File: config.mk
export PLATFORM = sky130hd
export DESIGN_NAME = multi_stepper_ctrl
export DESIGN_NICKNAME = d
export VERILOG_FILES = /design/src/rtl/stepper_pkg.sv /design/src/rtl/step_channel.sv /design/src/rtl/multi_stepper_ctrl.sv
export SDC_FILE = /design/constraint.sdc
export NUM_CORES = 1
export LEC_CHECK = 0
export ABC_AREA = 1
export BUFFER_PORTS_ARGS = -buffer_cell sky130_fd_sc_hd__buf_2
export CELL_PAD_IN_SITES_DETAIL_PLACEMENT = 1
export CELL_PAD_IN_SITES_GLOBAL_PLACEMENT = 1
export CORE_MARGIN = 3
export CORE_UTILIZATION = 42
export DETAILED_ROUTE_END_ITERATION = 8
export PLACE_DENSITY_LB_ADDON = 0.05
export SETUP_SLACK_MARGIN = 0.02
export SLEW_MARGIN = 25
export SYNTH_ARGS = -nofsm -noshare
export SYNTH_HDL_FRONTEND = slang
export SYNTH_SLANG_ARGS = --single-unit
File: constraint.sdc
create_clock -name CLOCK_50 -period 5.8 [get_ports CLOCK_50]
set_input_delay 1.16 -clock CLOCK_50 [delete_from_list [all_inputs] [get_ports CLOCK_50]]
set_output_delay 1.16 -clock CLOCK_50 [all_outputs]
set_load 0.05 [all_outputs]
File: src/rtl/stepper_pkg.sv
// Shared types and helpers for the multi-channel stepper controller.
package stepper_pkg;

   typedef enum logic [1:0] {
      StIdle,
      StDirSetup,
      StStepHigh,
      StStepLow
   } step_state_t;

   // dir level that means clockwise on the driver pin
   localparam logic DIR_CW = 1'b1;

   // Clamp a + b to the symmetric range +/-(2^(cnt_w-1)-1).
   function automatic int sat_add(input int a, input int b, input int unsigned cnt_w);
      int lim;
      int s;
      int r;
      lim = (1 << (cnt_w - 1)) - 1;
      s   = a + b;
      if (s > lim) begin
         r = lim;
      end else if (s < -lim) begin
         r = -lim;
      end else begin
         r = s;
      end
      return r;
   endfunction

endpackage

File: src/rtl/step_channel.sv
// One stepper channel: saturating pending-step counter, step/dir FSM and phase timer.
module step_channel
   import stepper_pkg::*;
#(
   parameter int unsigned NUM_STEPS = 1,
   parameter int unsigned PULSE_LEN = 50000,
   parameter int unsigned DIR_SETUP = 100,
   parameter int unsigned CNT_W     = 8
) (
   input  logic clk_i,
   input  logic reset_i,
   input  logic cw_i,
   input  logic ccw_i,
   input  logic en_i,
   input  logic clr_sat_i,
   output logic dir_o,
   output logic step_o,
   output logic busy_o,
   output logic sat_o
);

   localparam int unsigned TmrMax = (PULSE_LEN > DIR_SETUP) ? PULSE_LEN : DIR_SETUP;
   localparam int unsigned TmrW   = (TmrMax > 1) ? $clog2(TmrMax) : 1;
   // Timers count down to zero, so a phase of N cycles loads N-1.
   localparam logic [TmrW-1:0] PulseLoad = TmrW'(PULSE_LEN - 1);
   localparam logic [TmrW-1:0] SetupLoad = TmrW'(DIR_SETUP - 1);

   step_state_t             state_q;
   logic [TmrW-1:0]         tmr_q;
   logic signed [CNT_W-1:0] pending_q;
   logic signed [CNT_W-1:0] pending_d;
   logic                    dir_q;
   logic                    step_q;
   logic                    busy_q;
   logic                    sat_q;

   logic pend_nz;
   logic pend_pos;
   logic dir_match;
   logic enter_high;
   logic going_idle;
   logic clip;
   int   add;
   int   cons;
   int   sum;
   int   clamped;

   // Request decode, consumption and saturating pending update.
   always_comb begin
      pend_nz   = (pending_q != '0);
      pend_pos  = pend_nz && !pending_q[CNT_W-1];
      dir_match = (pend_pos == (dir_q == DIR_CW));
      // A step starts from IDLE, or at the end of setup if the count still points the new way.
      enter_high = en_i && pend_nz && dir_match &&
                   ((state_q == StIdle) || ((state_q == StDirSetup) && (tmr_q == '0)));
      going_idle = ((state_q == StIdle) && !(en_i && pend_nz)) ||
                   ((state_q == StDirSetup) && (!en_i || ((tmr_q == '0) && !enter_high))) ||
                   ((state_q == StStepLow) && (tmr_q == '0));
      add = 0;
      if (cw_i && !ccw_i) begin
         add = int'(NUM_STEPS);
      end else if (ccw_i && !cw_i) begin
         add = -int'(NUM_STEPS);
      end
      cons = 0;
      if (enter_high) begin
         cons = (dir_q == DIR_CW) ? 1 : -1;
      end
      sum       = int'(pending_q) + add - cons;
      clamped   = sat_add(int'(pending_q), add - cons, CNT_W);
      clip      = en_i && (clamped != sum);
      pending_d = en_i ? clamped[CNT_W-1:0] : '0;
   end

   // Channel FSM with registered dir/step/busy/sat.
   always_ff @(posedge clk_i) begin
      if (reset_i) begin
         state_q   <= StIdle;
         tmr_q     <= '0;
         pending_q <= '0;
         dir_q     <= 1'b0;
         step_q    <= 1'b0;
         busy_q    <= 1'b0;
         sat_q     <= 1'b0;
      end else begin
         pending_q <= pending_d;
         // A fresh clip wins over a simultaneous clear.
         sat_q     <= clip | (sat_q & ~clr_sat_i);
         busy_q    <= !going_idle || (pending_d != '0);
         case (state_q)
            StIdle: begin
               if (enter_high) begin
                  state_q <= StStepHigh;
                  tmr_q   <= PulseLoad;
                  step_q  <= 1'b1;
               end else if (en_i && pend_nz) begin
                  dir_q   <= pend_pos ? DIR_CW : ~DIR_CW;
                  state_q <= StDirSetup;
                  tmr_q   <= SetupLoad;
               end
            end
            StDirSetup: begin
               if (!en_i) begin
                  state_q <= StIdle;
               end else if (tmr_q == '0) begin
                  if (enter_high) begin
                     state_q <= StStepHigh;
                     tmr_q   <= PulseLoad;
                     step_q  <= 1'b1;
                  end else begin
                     // Count was cancelled during setup: nothing left to step.
                     state_q <= StIdle;
                  end
               end else begin
                  tmr_q <= tmr_q - 1'b1;
               end
            end
            StStepHigh: begin
               if (tmr_q == '0) begin
                  state_q <= StStepLow;
                  tmr_q   <= PulseLoad;
                  step_q  <= 1'b0;
               end else begin
                  tmr_q <= tmr_q - 1'b1;
               end
            end
            StStepLow: begin
               if (tmr_q == '0) begin
                  state_q <= StIdle;
               end else begin
                  tmr_q <= tmr_q - 1'b1;
               end
            end
            default: begin
               state_q <= StIdle;
               step_q  <= 1'b0;
            end
         endcase
      end
   end

   assign dir_o  = dir_q;
   assign step_o = step_q;
   assign busy_o = busy_q;
   assign sat_o  = sat_q;

endmodule

File: src/rtl/multi_stepper_ctrl.sv
// N independent stepper channels sharing clock, reset and the saturation clear.
module multi_stepper_ctrl #(
   parameter int unsigned NUM_CH    = 2,
   parameter int unsigned NUM_STEPS = 1,
   parameter int unsigned PULSE_LEN = 50000,
   parameter int unsigned DIR_SETUP = 100,
   parameter int unsigned CNT_W     = 8
) (
   input  logic              CLOCK_50,
   input  logic              reset,
   input  logic [NUM_CH-1:0] cw,
   input  logic [NUM_CH-1:0] ccw,
   input  logic [NUM_CH-1:0] en,
   input  logic              clr_sat,
   output logic [NUM_CH-1:0] dir,
   output logic [NUM_CH-1:0] step,
   output logic [NUM_CH-1:0] busy,
   output logic [NUM_CH-1:0] sat
);

   for (genvar i = 0; i < NUM_CH; i++) begin : g_ch
      step_channel #(
         .NUM_STEPS(NUM_STEPS),
         .PULSE_LEN(PULSE_LEN),
         .DIR_SETUP(DIR_SETUP),
         .CNT_W    (CNT_W)
      ) u_ch (
         .clk_i    (CLOCK_50),
         .reset_i  (reset),
         .cw_i     (cw[i]),
         .ccw_i    (ccw[i]),
         .en_i     (en[i]),
         .clr_sat_i(clr_sat),
         .dir_o    (dir[i]),
         .step_o   (step[i]),
         .busy_o   (busy[i]),
         .sat_o    (sat[i])
      );
   end

endmodule

==> results <==
- The total negative slack is 0 ns.
- The maximum single-stage delay on the critical path is 0.46 ns.
- The finished layout holds 1167 standard cells, fillers aside.
- The number of I/O pins is 17.
- The worst register-to-register path begins at g_ch[1].u_ch.tmr_q[0]$_SDFFE_PP0P_.
- The worst path in the final design needs a cycle of 5.518 ns, including I/O delays and setup.
- TritonCTS built the clock tree.
- The total track usage is 22.98%.
- The HPWL reported at the end of detailed placement is 13960 um.
- Counting along the longest clock path gives a buffer depth of 2.
- In this run the tightest slew margin relative to its limit is a little under half.
- At the end of routability-driven placement, the weighted congestion stood at 0.8831.
- The final instance area is slightly above 7000 um^2.
- The path with the worst hold slack has its endpoint at g_ch[0].u_ch.sat_o$_SDFF_PP0_.
- The flip-flop cell with the highest count after synthesis is sky130_fd_sc_hd__dfxtp_1.
- Max-cap violations in this run came to 0.
- Setup violations remaining at the end of the flow were counted as 0.
- The standard cell core area is 13450 um^2.
- The vias after detailed routing is 5956.
- In this run the worst hold path is classified as flop to flop.
- The portion of synthesized cell area occupied by the leading cell type is 20.51%.
- From left edge to right edge, the die measures between 100 and 150 um.
- The number of flip-flops and latches in the synthesized netlist is 60.
- Leaving out fill and tap cells, the most frequent cell in the layout is sky130_fd_sc_hd__nand2_1.
- In this run the most critical hold path is launched from g_ch[0].u_ch.sat_o$_SDFF_PP0_.
- The type of destination of the critical path is a flop.
- The initial antenna violation count is 0.
- The count of input and output buffers is 16.
- Each instance of the synthesized netlist takes up on average roughly 6.6 um^2.
- In the final layout, the share of cells above drive strength 1 is 21.29%.
- After detailed routing, the number of remaining DRC violations is 0.
- The required time reported for the critical path endpoint is 6.03 ns.
- The number of warnings printed during yosys synthesis is 0.
- The cell area after synthesis is 5856 um^2.
- After layout, the worst path uses 95.14% of the clock period.
- The synthesized instance count is between 800 and 900.
- The synthesized netlist net count is 969.
- The number of flops mapped to enable cells by yosys is 0.
- The total number of placement rows is 42.
- The critical path is of the input port to flop type.
- The worst-path maximum fanout is 7.
- Measured in cells, the most critical reg-to-reg path has a length of 34.
- The worst-path cell with the longest stage delay is sky130_fd_sc_hd__fa_1.
- The count of final max-slew check failures is 0.
- The synthesized design spends more area on one cell type than any other, namely sky130_fd_sc_hd__dfxtp_1.
- The net total in the final layout is approximately 1.1k.
- Ranked by total cell area, the synthesized netlist is headed by sky130_fd_sc_hd__dfxtp_1 (21%), sky130_fd_sc_hd__nand2_1 (13%), sky130_fd_sc_hd__inv_1 (11%).
- The run finished with clean final reports.
- 0 antenna diodes ended up in the layout.
- The first-pass GRT wire length is roughly 28000 um.
- In this run, distinct cell masters in the synthesized netlist total 46.
- The area growth from synthesis to layout is 23.80%.
- The aggregate global routing overflow is 0.
- The DRC violation total after the first TritonRoute iteration is 257.
- The cell type with the highest occurrence count on the critical path is sky130_fd_sc_hd__nand2_1.
- The first detailed-routing pass took 4 iterations.
- For this block, the routed nets add up to 17120 um of wire.
- The setup slack after placement is -0.3779 ns.
- The average routed wire per standard cell is 14.67 um.
- The H-tree was split into 3 levels.
- The die height is 124.1 um.
- For this configuration, the core starts out at a cell density of 43.53%.
- Dividing the detail-routed via count by the number of cells gives just over 5.
- The number of buffers inserted during clock tree synthesis is 9.
- The clock-pin transition on the worst setup and hold timing paths is about 0.050 ns.
- The worst register-to-register path ends at g_ch[1].u_ch.busy_o$_SDFF_PP0_.
- The die outline area is 15390 um^2.
- The final worst slack is approximately 0.28 ns.
- The register-to-register setup slack is 0.39 ns.
- The cell area after placement is 6668 um^2.
- The via count of the first global-routing pass came to 6253.
- Entering global routing, the biggest net connects 40 pins.
- The post-route antenna net violation count is 0.
- The clock net sink count is 60.
- The total placed cells including tap cells is 1142.
- Clock latency on the worst-skew pair, taken at its later pin, is between 0.3 and 0.4 ns.
- The hold-critical path depth is 2.
- The count of endpoints failing hold in the final timing report was 0.
- The final clock skew is 0.008639 ns.
- At the worst endpoint, the arrival time is ~5.8 ns.
- The cell sitting at the root of the clock tree is a sky130_fd_sc_hd__clkbuf_16.
- At the pin with the least slew margin, the transition time is 0.7845 ns.
- In the layout the commonest cells are sky130_fd_sc_hd__nand2_1 (193), sky130_fd_sc_hd__inv_1 (168), sky130_fd_sc_hd__nor2_1 (88).
- In the synthesized netlist the async set-or-reset flop fraction comes to 0%.
- The sequential element share of the synthesized area is 20.51%.
- Based on the critical path, the design can be clocked at up to 181.2 MHz.
- STA classifies the critical path startpoint as an input port.
layer usage:
layer	part of all wire, %	vias to the layer above	global-route usage [%]
met5	0	-	0
li1	-	3000	-
met2	51	55	41.22
met1	46	2879	28.38
met4	1.4	0	6.913
met3	2.1	22	3.406
metrics by stage:
stage / hold WS (ns) / utilization, %
after floorplan: 0.4437 / -
after global placement: 0.4526 / 49.56
after detailed placement: 0.4650 / 49.56
after CTS: 0.4725 / 52.00
after global routing: 0.5031 / 53.89
final: 0.4672 / 53.89
final cells by class:
type,instances,area (um^2)
clock buffer,12,256.5
multi-input combinational,633,4098
timing repair buffer,102,750.7
tap,176,220.2
clock inverter,4,47.55
fill,1834,6203
inverter,180,675.6
sequential,60,1201
cell families after synthesis:
logic type / count (synthesis) / share of synthesized area [%]
buf+inv: 197 / 13.55
xor+xnor: 20 / 2.991
fa+ha+maj: 70 / 19.06
compound gates: 108 / 10.60
simple gates: 435 / 33.29
flops: 60 / 20.51
worst max-delay path by stage:
stage	start	to	slack, ns
5_1_grt	en[1]	g_ch[1].u_ch.busy_o$_SDFF_PP0_	-0.02
3_3_place_gp	en[1]	g_ch[1].u_ch.busy_o$_SDFF_PP0_	-0.11
3_5_place_dp	en[1]	g_ch[1].u_ch.busy_o$_SDFF_PP0_	-0.38
2_1_floorplan	en[1]	g_ch[1].u_ch.busy_o$_SDFF_PP0_	0.008
6_report	en[1]	g_ch[1].u_ch.busy_o$_SDFF_PP0_	0.28
4_1_cts	en[1]	g_ch[1].u_ch.busy_o$_SDFF_PP0_	0.04
sequential cells by signal, indices dropped and copies added, names as in the netlist:
register             flops
g_ch.u_ch.state_q        4
g_ch.u_ch.step_o         2
g_ch.u_ch.tmr_q         32
g_ch.u_ch.sat_o          2
g_ch.u_ch.pending_q     16
g_ch.u_ch.dir_o          2
g_ch.u_ch.busy_o         2
Yosys cell counts (3+ instances only):
cell type,n
sky130_fd_sc_hd__nor2_1,97
sky130_fd_sc_hd__nand2_1,204
sky130_fd_sc_hd__ha_1,38
sky130_fd_sc_hd__nand4_1,19
sky130_fd_sc_hd__o21ai_0,31
sky130_fd_sc_hd__nand3_2,7
sky130_fd_sc_hd__xnor2_1,5
sky130_fd_sc_hd__o21ai_1,5
sky130_fd_sc_hd__buf_4,9
sky130_fd_sc_hd__nand2_2,11
sky130_fd_sc_hd__fa_1,32
sky130_fd_sc_hd__nor3_1,23
sky130_fd_sc_hd__nand3b_1,4
sky130_fd_sc_hd__a221oi_1,7
sky130_fd_sc_hd__nor2_2,4
sky130_fd_sc_hd__or2_2,3
sky130_fd_sc_hd__a21oi_1,47
sky130_fd_sc_hd__dfxtp_1,60
sky130_fd_sc_hd__clkbuf_1,4
sky130_fd_sc_hd__xor2_1,15
sky130_fd_sc_hd__nand3_1,47
sky130_fd_sc_hd__nor4_1,5
sky130_fd_sc_hd__inv_1,178
sky130_fd_sc_hd__a211oi_1,3
worst max-delay path: cells and delay by family:
family / cells / cell delay [ns]
AOI/OAI and AO/OA: 3 / 0.31
and+or+nand+nor: 17 / 2.14
buffers and inverters: 7 / 0.68
adders and majority gates: 4 / 1.44
timing repair:
action,4_1_cts,5_1_grt
endpoints found under the setup margin,4,20
pin swaps,0,36
setup buffers,0,9
hold endpoints to repair,0,0
hold buffers,0,0
gates cloned,0,0
resized for setup,5,58
Power is left out: the tool's default activity adds up to more than one toggle a clock period on the data nets, which glitch-free logic cannot reach.
